$ cat src/rtl/ika9958_vram_arbiter_if.sv
// Bus bundle between the IKA9958 VRAM arbiter and its requesters/DRAM pins.
// The slave modport is the arbiter side; the master modport is the surrounding core or bench.
interface ika9958_vram_arbiter_if;
  localparam int unsigned AW  = 17;
  localparam int unsigned DW  = 8;
  localparam int unsigned MAW = 9;

  logic           i_XTAL_NCEN;
  logic           i_SLOT_START;
  logic [1:0]     i_SLOT_TYPE;

  logic [AW-1:0]  i_DISP_ADDR;
  logic           o_DISP_VALID;
  logic [DW-1:0]  o_DISP_RDATA;

  logic           i_CPU_REQ;
  logic           i_CPU_WR;
  logic [AW-1:0]  i_CPU_ADDR;
  logic [DW-1:0]  i_CPU_WDATA;
  logic           o_CPU_ACK;
  logic [DW-1:0]  o_CPU_RDATA;

  logic           i_CMD_REQ;
  logic           i_CMD_WR;
  logic [AW-1:0]  i_CMD_ADDR;
  logic [DW-1:0]  i_CMD_WDATA;
  logic           o_CMD_ACK;
  logic [DW-1:0]  o_CMD_RDATA;

  logic           o_RAS_n;
  logic           o_CAS_n;
  logic           o_WE_n;
  logic [MAW-1:0] o_MA;
  logic [DW-1:0]  o_MD_OUT;
  logic           o_MD_OE;
  logic [DW-1:0]  i_MD_IN;

  modport slave (
    input  i_XTAL_NCEN, i_SLOT_START, i_SLOT_TYPE,
    input  i_DISP_ADDR,
    output o_DISP_VALID, o_DISP_RDATA,
    input  i_CPU_REQ, i_CPU_WR, i_CPU_ADDR, i_CPU_WDATA,
    output o_CPU_ACK, o_CPU_RDATA,
    input  i_CMD_REQ, i_CMD_WR, i_CMD_ADDR, i_CMD_WDATA,
    output o_CMD_ACK, o_CMD_RDATA,
    output o_RAS_n, o_CAS_n, o_WE_n, o_MA, o_MD_OUT, o_MD_OE,
    input  i_MD_IN
  );

  modport master (
    output i_XTAL_NCEN, i_SLOT_START, i_SLOT_TYPE,
    output i_DISP_ADDR,
    input  o_DISP_VALID, o_DISP_RDATA,
    output i_CPU_REQ, i_CPU_WR, i_CPU_ADDR, i_CPU_WDATA,
    input  o_CPU_ACK, o_CPU_RDATA,
    output i_CMD_REQ, i_CMD_WR, i_CMD_ADDR, i_CMD_WDATA,
    input  o_CMD_ACK, o_CMD_RDATA,
    input  o_RAS_n, o_CAS_n, o_WE_n, o_MA, o_MD_OUT, o_MD_OE,
    output i_MD_IN
  );
endinterface

$ cat src/rtl/ika9958_vram_arbiter.sv
// IKA9958 VRAM slot arbiter: grants each access slot and runs the four-phase DRAM strobe sequence.
// Define IKA9958_VRAM_REFRESH_EN to enable RAS-only refresh slots; otherwise refresh slots act as idle.
module ika9958_vram_arbiter #(
  parameter int unsigned CMD_STARVE_LIMIT = 3
) (
  input  logic                        i_XTAL1,
  input  logic                        i_RST_n,
  ika9958_vram_arbiter_if.slave       bus
);

  localparam int unsigned AW  = 17;
  localparam int unsigned DW  = 8;
  localparam int unsigned MAW = 9;
  localparam int unsigned CW  = 8;
  localparam int unsigned SW  = 3;

  localparam logic [2:0] ST_IDLE = 3'd0;
  localparam logic [2:0] ST_PH0  = 3'd1;
  localparam logic [2:0] ST_PH1  = 3'd2;
  localparam logic [2:0] ST_PH2  = 3'd3;
  localparam logic [2:0] ST_PH3  = 3'd4;

  localparam logic [2:0] OWN_NONE = 3'd0;
  localparam logic [2:0] OWN_DISP = 3'd1;
  localparam logic [2:0] OWN_CPU  = 3'd2;
  localparam logic [2:0] OWN_CMD  = 3'd3;
  localparam logic [2:0] OWN_REF  = 3'd4;

  localparam logic [1:0] SLOT_DISP = 2'd0;
  localparam logic [1:0] SLOT_FREE = 2'd1;
  localparam logic [1:0] SLOT_REF  = 2'd2;
  localparam logic [1:0] SLOT_IDLE = 2'd3;

  localparam logic [SW-1:0] STARVE_LIMIT = SW'(CMD_STARVE_LIMIT);

  logic [2:0]     state_q,      state_d;
  logic [2:0]     owner_q,      owner_d;
  logic [CW-1:0]  col_q,        col_d;
  logic           wr_q,         wr_d;
  logic [DW-1:0]  wdata_q,      wdata_d;
  logic [SW-1:0]  skip_q,       skip_d;
  logic [SW-1:0]  skip_pend_q,  skip_pend_d;
  logic           ras_n_q,      ras_n_d;
  logic           cas_n_q,      cas_n_d;
  logic           we_n_q,       we_n_d;
  logic [MAW-1:0] ma_q,         ma_d;
  logic [DW-1:0]  md_out_q,     md_out_d;
  logic           md_oe_q,      md_oe_d;
  logic           disp_valid_q, disp_valid_d;
  logic [DW-1:0]  disp_rdata_q, disp_rdata_d;
  logic           cpu_ack_q,    cpu_ack_d;
  logic [DW-1:0]  cpu_rdata_q,  cpu_rdata_d;
  logic           cmd_ack_q,    cmd_ack_d;
  logic [DW-1:0]  cmd_rdata_q,  cmd_rdata_d;
`ifdef IKA9958_VRAM_REFRESH_EN
  logic [MAW-1:0] refcnt_q,     refcnt_d;
`endif

  logic           tick;
  logic           completing;
  logic           cpu_req_eff;
  logic           cmd_req_eff;
  logic [SW-1:0]  skip_eff;

  assign tick       = bus.i_XTAL_NCEN;
  assign completing = tick && (state_q == ST_PH3);

  // A requester being acked (or acked last cycle) still shows a stale REQ; never re-grant it.
  assign cpu_req_eff = bus.i_CPU_REQ && !cpu_ack_q && !(completing && (owner_q == OWN_CPU));
  assign cmd_req_eff = bus.i_CMD_REQ && !cmd_ack_q && !(completing && (owner_q == OWN_CMD));

  // Next-state, slot ownership and strobe sequencing
  always_comb begin
    state_d      = state_q;
    owner_d      = owner_q;
    col_d        = col_q;
    wr_d         = wr_q;
    wdata_d      = wdata_q;
    skip_d       = skip_q;
    skip_pend_d  = skip_pend_q;
    ras_n_d      = ras_n_q;
    cas_n_d      = cas_n_q;
    we_n_d       = we_n_q;
    ma_d         = ma_q;
    md_out_d     = md_out_q;
    md_oe_d      = md_oe_q;
    disp_valid_d = 1'b0;
    disp_rdata_d = disp_rdata_q;
    cpu_ack_d    = 1'b0;
    cpu_rdata_d  = cpu_rdata_q;
    cmd_ack_d    = 1'b0;
    cmd_rdata_d  = cmd_rdata_q;
`ifdef IKA9958_VRAM_REFRESH_EN
    refcnt_d     = refcnt_q;
`endif

    // End of PH3: deliver data, commit slot bookkeeping, release the DRAM
    if (completing) begin
      state_d = ST_IDLE;
      ras_n_d = 1'b1;
      cas_n_d = 1'b1;
      we_n_d  = 1'b1;
      md_oe_d = 1'b0;
      skip_d  = skip_pend_q;
      case (owner_q)
        OWN_DISP: begin
          disp_valid_d = 1'b1;
          if (!wr_q) disp_rdata_d = bus.i_MD_IN;
        end
        OWN_CPU: begin
          cpu_ack_d = 1'b1;
          if (!wr_q) cpu_rdata_d = bus.i_MD_IN;
        end
        OWN_CMD: begin
          cmd_ack_d = 1'b1;
          if (!wr_q) cmd_rdata_d = bus.i_MD_IN;
        end
`ifdef IKA9958_VRAM_REFRESH_EN
        OWN_REF: refcnt_d = refcnt_q + MAW'(1);
`endif
        default: ;
      endcase
    end

    skip_eff = skip_d;

    if (tick && bus.i_SLOT_START) begin
      // New slot (also aborts any slot in flight): strobes high, arbitrate, present row
      state_d     = ST_PH0;
      ras_n_d     = 1'b1;
      cas_n_d     = 1'b1;
      we_n_d      = 1'b1;
      md_oe_d     = 1'b0;
      owner_d     = OWN_NONE;
      wr_d        = 1'b0;
      skip_pend_d = skip_eff;
      case (bus.i_SLOT_TYPE)
        SLOT_DISP: begin
          owner_d = OWN_DISP;
          ma_d    = bus.i_DISP_ADDR[AW-1:CW];
          col_d   = bus.i_DISP_ADDR[CW-1:0];
        end
        SLOT_FREE: begin
          if (cmd_req_eff && (!cpu_req_eff || (skip_eff == STARVE_LIMIT))) begin
            owner_d     = OWN_CMD;
            wr_d        = bus.i_CMD_WR;
            wdata_d     = bus.i_CMD_WDATA;
            ma_d        = bus.i_CMD_ADDR[AW-1:CW];
            col_d       = bus.i_CMD_ADDR[CW-1:0];
            skip_pend_d = '0;
          end else if (cpu_req_eff) begin
            owner_d = OWN_CPU;
            wr_d    = bus.i_CPU_WR;
            wdata_d = bus.i_CPU_WDATA;
            ma_d    = bus.i_CPU_ADDR[AW-1:CW];
            col_d   = bus.i_CPU_ADDR[CW-1:0];
            if (!cmd_req_eff)                 skip_pend_d = '0;
            else if (skip_eff < STARVE_LIMIT) skip_pend_d = skip_eff + SW'(1);
            else                              skip_pend_d = skip_eff;
          end else begin
            skip_pend_d = '0;
          end
        end
        SLOT_REF: begin
`ifdef IKA9958_VRAM_REFRESH_EN
          owner_d = OWN_REF;
          ma_d    = refcnt_d;
`endif
        end
        SLOT_IDLE: ;
        default:   ;
      endcase
    end else if (tick) begin
      case (state_q)
        ST_PH0: begin
          state_d = ST_PH1;
          if (owner_q != OWN_NONE) ras_n_d = 1'b0;
        end
        ST_PH1: begin
          state_d = ST_PH2;
          if ((owner_q != OWN_NONE) && (owner_q != OWN_REF)) begin
            ma_d = {1'b0, col_q};
            if (wr_q) begin
              we_n_d   = 1'b0;
              md_oe_d  = 1'b1;
              md_out_d = wdata_q;
            end
          end
        end
        ST_PH2: begin
          state_d = ST_PH3;
          if ((owner_q != OWN_NONE) && (owner_q != OWN_REF)) cas_n_d = 1'b0;
        end
        default: ;
      endcase
    end
  end

  // State and output registers; reset releases the DRAM immediately
  always_ff @(posedge i_XTAL1 or negedge i_RST_n) begin
    if (!i_RST_n) begin
      state_q      <= ST_IDLE;
      owner_q      <= OWN_NONE;
      col_q        <= '0;
      wr_q         <= 1'b0;
      wdata_q      <= '0;
      skip_q       <= '0;
      skip_pend_q  <= '0;
      ras_n_q      <= 1'b1;
      cas_n_q      <= 1'b1;
      we_n_q       <= 1'b1;
      ma_q         <= '0;
      md_out_q     <= '0;
      md_oe_q      <= 1'b0;
      disp_valid_q <= 1'b0;
      disp_rdata_q <= '0;
      cpu_ack_q    <= 1'b0;
      cpu_rdata_q  <= '0;
      cmd_ack_q    <= 1'b0;
      cmd_rdata_q  <= '0;
`ifdef IKA9958_VRAM_REFRESH_EN
      refcnt_q     <= '0;
`endif
    end else begin
      state_q      <= state_d;
      owner_q      <= owner_d;
      col_q        <= col_d;
      wr_q         <= wr_d;
      wdata_q      <= wdata_d;
      skip_q       <= skip_d;
      skip_pend_q  <= skip_pend_d;
      ras_n_q      <= ras_n_d;
      cas_n_q      <= cas_n_d;
      we_n_q       <= we_n_d;
      ma_q         <= ma_d;
      md_out_q     <= md_out_d;
      md_oe_q      <= md_oe_d;
      disp_valid_q <= disp_valid_d;
      disp_rdata_q <= disp_rdata_d;
      cpu_ack_q    <= cpu_ack_d;
      cpu_rdata_q  <= cpu_rdata_d;
      cmd_ack_q    <= cmd_ack_d;
      cmd_rdata_q  <= cmd_rdata_d;
`ifdef IKA9958_VRAM_REFRESH_EN
      refcnt_q     <= refcnt_d;
`endif
    end
  end

  assign bus.o_RAS_n      = ras_n_q;
  assign bus.o_CAS_n      = cas_n_q;
  assign bus.o_WE_n       = we_n_q;
  assign bus.o_MA         = ma_q;
  assign bus.o_MD_OUT     = md_out_q;
  assign bus.o_MD_OE      = md_oe_q;
  assign bus.o_DISP_VALID = disp_valid_q;
  assign bus.o_DISP_RDATA = disp_rdata_q;
  assign bus.o_CPU_ACK    = cpu_ack_q;
  assign bus.o_CPU_RDATA  = cpu_rdata_q;
  assign bus.o_CMD_ACK    = cmd_ack_q;
  assign bus.o_CMD_RDATA  = cmd_rdata_q;

endmodule
$ cat src/flat_wrapper.sv
// flat-port wrapper written by rule: the top's interface ports become plain ports
module ika9958_vram_arbiter_flat 
#(
  parameter int unsigned CMD_STARVE_LIMIT = 3
)
  (i_XTAL1, i_RST_n, bus_i_XTAL_NCEN, bus_i_SLOT_START, bus_i_SLOT_TYPE, bus_i_DISP_ADDR, bus_o_DISP_VALID, bus_o_DISP_RDATA, bus_i_CPU_REQ, bus_i_CPU_WR, bus_i_CPU_ADDR, bus_i_CPU_WDATA, bus_o_CPU_ACK, bus_o_CPU_RDATA, bus_i_CMD_REQ, bus_i_CMD_WR, bus_i_CMD_ADDR, bus_i_CMD_WDATA, bus_o_CMD_ACK, bus_o_CMD_RDATA, bus_o_RAS_n, bus_o_CAS_n, bus_o_WE_n, bus_o_MA, bus_o_MD_OUT, bus_o_MD_OE, bus_i_MD_IN);
  ika9958_vram_arbiter_if bus_i ();
  input  logic i_XTAL1;
  input  logic i_RST_n;
  input wire logic [$bits(bus_i.i_XTAL_NCEN)-1:0] bus_i_XTAL_NCEN;
  input wire logic [$bits(bus_i.i_SLOT_START)-1:0] bus_i_SLOT_START;
  input wire logic [$bits(bus_i.i_SLOT_TYPE)-1:0] bus_i_SLOT_TYPE;
  input wire logic [$bits(bus_i.i_DISP_ADDR)-1:0] bus_i_DISP_ADDR;
  output wire logic [$bits(bus_i.o_DISP_VALID)-1:0] bus_o_DISP_VALID;
  output wire logic [$bits(bus_i.o_DISP_RDATA)-1:0] bus_o_DISP_RDATA;
  input wire logic [$bits(bus_i.i_CPU_REQ)-1:0] bus_i_CPU_REQ;
  input wire logic [$bits(bus_i.i_CPU_WR)-1:0] bus_i_CPU_WR;
  input wire logic [$bits(bus_i.i_CPU_ADDR)-1:0] bus_i_CPU_ADDR;
  input wire logic [$bits(bus_i.i_CPU_WDATA)-1:0] bus_i_CPU_WDATA;
  output wire logic [$bits(bus_i.o_CPU_ACK)-1:0] bus_o_CPU_ACK;
  output wire logic [$bits(bus_i.o_CPU_RDATA)-1:0] bus_o_CPU_RDATA;
  input wire logic [$bits(bus_i.i_CMD_REQ)-1:0] bus_i_CMD_REQ;
  input wire logic [$bits(bus_i.i_CMD_WR)-1:0] bus_i_CMD_WR;
  input wire logic [$bits(bus_i.i_CMD_ADDR)-1:0] bus_i_CMD_ADDR;
  input wire logic [$bits(bus_i.i_CMD_WDATA)-1:0] bus_i_CMD_WDATA;
  output wire logic [$bits(bus_i.o_CMD_ACK)-1:0] bus_o_CMD_ACK;
  output wire logic [$bits(bus_i.o_CMD_RDATA)-1:0] bus_o_CMD_RDATA;
  output wire logic [$bits(bus_i.o_RAS_n)-1:0] bus_o_RAS_n;
  output wire logic [$bits(bus_i.o_CAS_n)-1:0] bus_o_CAS_n;
  output wire logic [$bits(bus_i.o_WE_n)-1:0] bus_o_WE_n;
  output wire logic [$bits(bus_i.o_MA)-1:0] bus_o_MA;
  output wire logic [$bits(bus_i.o_MD_OUT)-1:0] bus_o_MD_OUT;
  output wire logic [$bits(bus_i.o_MD_OE)-1:0] bus_o_MD_OE;
  input wire logic [$bits(bus_i.i_MD_IN)-1:0] bus_i_MD_IN;
  assign bus_i.i_XTAL_NCEN = bus_i_XTAL_NCEN;
  assign bus_i.i_SLOT_START = bus_i_SLOT_START;
  assign bus_i.i_SLOT_TYPE = bus_i_SLOT_TYPE;
  assign bus_i.i_DISP_ADDR = bus_i_DISP_ADDR;
  assign bus_o_DISP_VALID = bus_i.o_DISP_VALID;
  assign bus_o_DISP_RDATA = bus_i.o_DISP_RDATA;
  assign bus_i.i_CPU_REQ = bus_i_CPU_REQ;
  assign bus_i.i_CPU_WR = bus_i_CPU_WR;
  assign bus_i.i_CPU_ADDR = bus_i_CPU_ADDR;
  assign bus_i.i_CPU_WDATA = bus_i_CPU_WDATA;
  assign bus_o_CPU_ACK = bus_i.o_CPU_ACK;
  assign bus_o_CPU_RDATA = bus_i.o_CPU_RDATA;
  assign bus_i.i_CMD_REQ = bus_i_CMD_REQ;
  assign bus_i.i_CMD_WR = bus_i_CMD_WR;
  assign bus_i.i_CMD_ADDR = bus_i_CMD_ADDR;
  assign bus_i.i_CMD_WDATA = bus_i_CMD_WDATA;
  assign bus_o_CMD_ACK = bus_i.o_CMD_ACK;
  assign bus_o_CMD_RDATA = bus_i.o_CMD_RDATA;
  assign bus_o_RAS_n = bus_i.o_RAS_n;
  assign bus_o_CAS_n = bus_i.o_CAS_n;
  assign bus_o_WE_n = bus_i.o_WE_n;
  assign bus_o_MA = bus_i.o_MA;
  assign bus_o_MD_OUT = bus_i.o_MD_OUT;
  assign bus_o_MD_OE = bus_i.o_MD_OE;
  assign bus_i.i_MD_IN = bus_i_MD_IN;
  ika9958_vram_arbiter #(.CMD_STARVE_LIMIT(CMD_STARVE_LIMIT)) u_core (.i_XTAL1(i_XTAL1), .i_RST_n(i_RST_n), .bus(bus_i));
endmodule
$ cat config.mk
export PLATFORM = sky130hd
export DESIGN_NAME = ika9958_vram_arbiter_flat
export DESIGN_NICKNAME = d
export VERILOG_FILES = /design/src/rtl/ika9958_vram_arbiter_if.sv /design/src/rtl/ika9958_vram_arbiter.sv /design/src/flat_wrapper.sv
export SDC_FILE = /design/constraint.sdc
export NUM_CORES = 1
export LEC_CHECK = 0
export CAP_MARGIN = 20
export CORE_UTILIZATION = 30
export DETAILED_ROUTE_END_ITERATION = 12
export PLACE_DENSITY = 0.61
export SETUP_SLACK_MARGIN = 0.1
export SYNTH_ARGS = -nofsm -noshare
export SYNTH_HDL_FRONTEND = slang
export SYNTH_SLANG_ARGS = --single-unit
$ cat constraint.sdc
create_clock -name i_XTAL1 -period 3.01 [get_ports i_XTAL1]
set_input_delay 0.602 -clock i_XTAL1 [delete_from_list [all_inputs] [get_ports i_XTAL1]]
set_output_delay 0.602 -clock i_XTAL1 [all_outputs]
set_load 0.005 [all_outputs]
==> reports/metrics.csv <==
stage;metric;value;unit
critical_path;worst path arrival time;2.83;ns
die;initial core utilization;30.80;%
place;DPL Wire Length;7553;µm
cts;CTS Buf Count;9;
synthesis;Synth async-reset ratio;100.0;%
detailed_routing;DRT Wirelength;10170;µm
critical_path;Crit Path Category;reg2reg;
timing;final period utilization;86.19;%
synthesis;simple-gate share of the synthesized area;13.57;%
synthesis;largest family of logic cells by synthesized area;multiplexers;
cts;root buffer cell;clkbuf_16;
synthesis;Most used DFF post-synth;dfrtp_1;
cells_and_area;Design Area, Final;5724;µm²
synthesis;number of synthesized flops with an enable pin;0;
timing;Final WS setup;0.4155;ns
synthesis;syn_area_per_cell;11.02;µm²
job;max_cap viols;0;
detailed_routing;ANT nets after route;0;
detailed_routing;first drt pass iteration count;4;
cells_and_area;Layout area overhead;54.09;%
critical_path;Crit Reg-Reg Startpoint;u_core.state_q[0];
global_route;gr usage total;16.53;%
die;DIE WIDTH;113.3;µm
critical_path;Setup crit start kind;flip-flop;
cts;clk sinks;76;
global_route;initial antenna violation count;0;
place;dpl ws;-0.1983;ns
synthesis;Synth area leaders;dfrtp_1, mux2_2, mux2i_1;
timing;Slew Viols, Final;0;
synthesis;Yosys top cell by area;dfrtp_1;
die;CORE AREA;12060;µm²
global_route;largest net degree at the start of global routing;77;
synthesis;xor/xnor share of the synthesized area;0;%
synthesis;Synth Area in Adders;0.3368;%
synthesis;post-synthesis sequential area ratio;51.30;%
global_route;vias in the first global route;3253;
critical_path;Max FO, Critical Path;11;
cells_and_area;ratio of cells with drive above 1 in the final layout;20.85;%
timing;final hold violation count;0;
worst_hold_path;Hold Crit Class;in2async;
cells_and_area;Fillers;1110;
global_route;global-route wire length before repair;16400;µm
synthesis;synthesized area;3715;µm²
critical_path;crit path from;u_core.state_q[0];
die;FP Rows;40;
detailed_routing;DR DRC count;0;
die;Ports;133;
cts;CTS tree;yes;
cts;clock slew at reported path FFs;0.06;ns
timing;max_slew headroom;35.61;%
synthesis;post-synthesis mux area share;17.78;%
cts;Clk Latency, worst-skew pair;0.33;ns
cts;Hold-fix buffers, CTS;0;
synthesis;Synth top area share;49.17;%
cts;CTS H-tree lvls;3;
critical_path;critical path endpoint category;flip-flop;
pwr;PwrDens;599.8;nW/µm²
cells_and_area;antenna diode count;0;
place;RePlAce Congestion;0.8327;
synthesis;syn_nets;423;
die;chip height;113.3;µm
pwr;Peak VDD IR;293.6;µV
place;Area after DPL;5323;µm²
timing;fmax;385.4;MHz
global_route;global route overflow;0;
synthesis;post-synthesis compound-gate area fraction;12.66;%
cts;clk buf depth;2;
place;IO Port Bufs;132;
synthesis;post-synth cell types;41;
pwr;Leak Pwr;2.454;nW
timing;Period minus WS final;2.594;ns
synthesis;synthesized instance count;337;
detailed_routing;drt initial violations;166;
detailed_routing;Vias/cell;4.816;
timing;clk_skew;0.004821;ns
timing;RSZ-0062 raised after global routing;no;
detailed_routing;wire length per cell;15.37;µm
cells_and_area;nets;575;
timing;Worst-Margin Slew;0.9659;ns
critical_path;worst path required time;3.24;ns
place;placed cells;643;
synthesis;Synth Register Bits;76;
die;DIE AREA;12830;µm²
detailed_routing;DR vias;3188;
synthesis;Yosys Warn Count;0;
cells_and_area;post-route insts no fill;662;
timing;Setup Viol. Count Final;0;
run_status;status;completed;
cell usage after synthesis (2+ instances only):
master    count
a21oi_1      16
a311o_1       3
a31oi_1       8
and2_1        2
buf_6         5
clkbuf_1     14
dfrtp_1      73
dfstp_2       3
inv_1         8
mux2_2       40
mux2i_1      21
nand2_1      26
nand2b_1      3
nand3_1      12
nor2_1       32
nor2b_1       5
nor3_1        2
nor3_2        2
nor3b_1       8
o211ai_1     10
o21ai_0      15
o31ai_1       9
o32ai_1       2
path summary, 6_finish.rpt:
| kind | endpoint | slack, ns | cells after the start |
|---|---|---|---|
| max reg2reg | u_core.bus.o_MA[1] | 0.42 | 11 |
| min in group i_XTAL1 | u_core.skip_pend_q[0] | 0.49 | 2 |
| max in group asynchronous | u_core.skip_q[2] | 1.95 | 1 |
| max | u_core.bus.o_MA[1] | 0.42 | 11 |
| min | u_core.bus.o_DISP_RDATA[4] | 0.40 | 1 |
| min reg2reg | u_core.skip_pend_q[0] | 0.49 | 2 |
cells in the final DEF (no fill, tap or decap), drive strengths merged, types with 3 or more instances in the layout:
cell type,instances
clkbuf,9
nor2,32
nor3b,8
a311o,3
nand2b,3
dfstp,3
buf,31
nor2b,5
bufinv,3
o211ai,10
dfrtp,73
clkdlybuf4s50,130
and2,3
inv,9
a31oi,8
mux2i,21
nand3,12
a21oi,17
nand2,27
mux2,40
nor3,4
o21ai,15
o31ai,9
through the flow:
stage	power, W	hold slack [ns]	setup TNS [ns]	util, %
after global routing	0.003611	0.5068	0	47.46
after detailed placement	0.002178	0.4853	-4.533	44.13
after floorplan	0.001700	0.3064	0	-
after global placement	0.002155	0.4774	-1.465	44.13
after CTS	0.003440	0.4606	0	47.02
final	0.003433	0.4001	0	47.46
power breakdown:
| group | total [W] | switching (W) | internal, W |
|---|---|---|---|
| Combinational | 0.000852 | 0.000331 | 0.000520 |
| Clock | 0.00125 | 0.000432 | 0.000815 |
| Sequential | 0.00133 | 0.000125 | 0.00121 |
| Total | 0.00343 | 0.000888 | 0.00255 |
sequential cells by signal, summed over array words and instances (netlist names), 2 cells and up:
register	count
u_core.bus.o_MA	9
u_core.bus.o_CMD_RDATA	8
u_core.bus.o_CPU_RDATA	8
u_core.bus.o_DISP_RDATA	8
u_core.bus.o_MD_OUT	8
u_core.col_q	8
u_core.wdata_q	8
u_core.skip_pend_q	3
u_core.skip_q	3
u_core.state_q	3
u_core.owner_q	2
kinds of logic (layout without fill, tap and decap cells):
group,Yosys count,count (layout)
buffers and inverters,29,186
multiplexers,61,61
flip-flops,76,76
AO/OA/AOI/OAI,70,70
adder cells (fa/ha/maj),1,1
AND/OR/NAND/NOR,100,100
metal layers:
metal	vias to the layer above	track usage, %	wire, µm
li1	1514	-	-
met1	1542	21.34	4615
met2	117	26.58	4749
met3	15	4.446	607
met4	0	6.053	199
met5	-	0	0
worst max-delay path, cell delays in order, from the launching register on:
cell	delay, ns
dfrtp_1	0.44
and4bb_2	0.36
mux2i_2	0.26
inv_2	0.07
ha_1	0.20
nor2b_1	0.13
mux2i_1	0.14
buf_4	0.15
a21oi_4	0.06
buf_12	0.15
mux2_2	0.29
o31ai_1	0.24
area by class of cell:
type	count	area [µm²]	share of cell area [%]
Sequential cell	76	1906	33.29
Multi-Input combinational cell	232	1670	29.18
Timing Repair Buffer	162	1559	27.24
Clock buffer	9	225.2	3.934
Tap cell	168	210.2	3.672
Clock inverter	7	123.9	2.164
Inverter	8	30.03	0.5246
what timing repair did:
| action | in CTS | in global routing |
|---|---|---|
| gates resized for setup | 0 | 6 |
| buffers inserted | 0 | 3 |
| endpoints found under the setup margin | 0 | 29 |
Power figures use the tool's default switching activity.
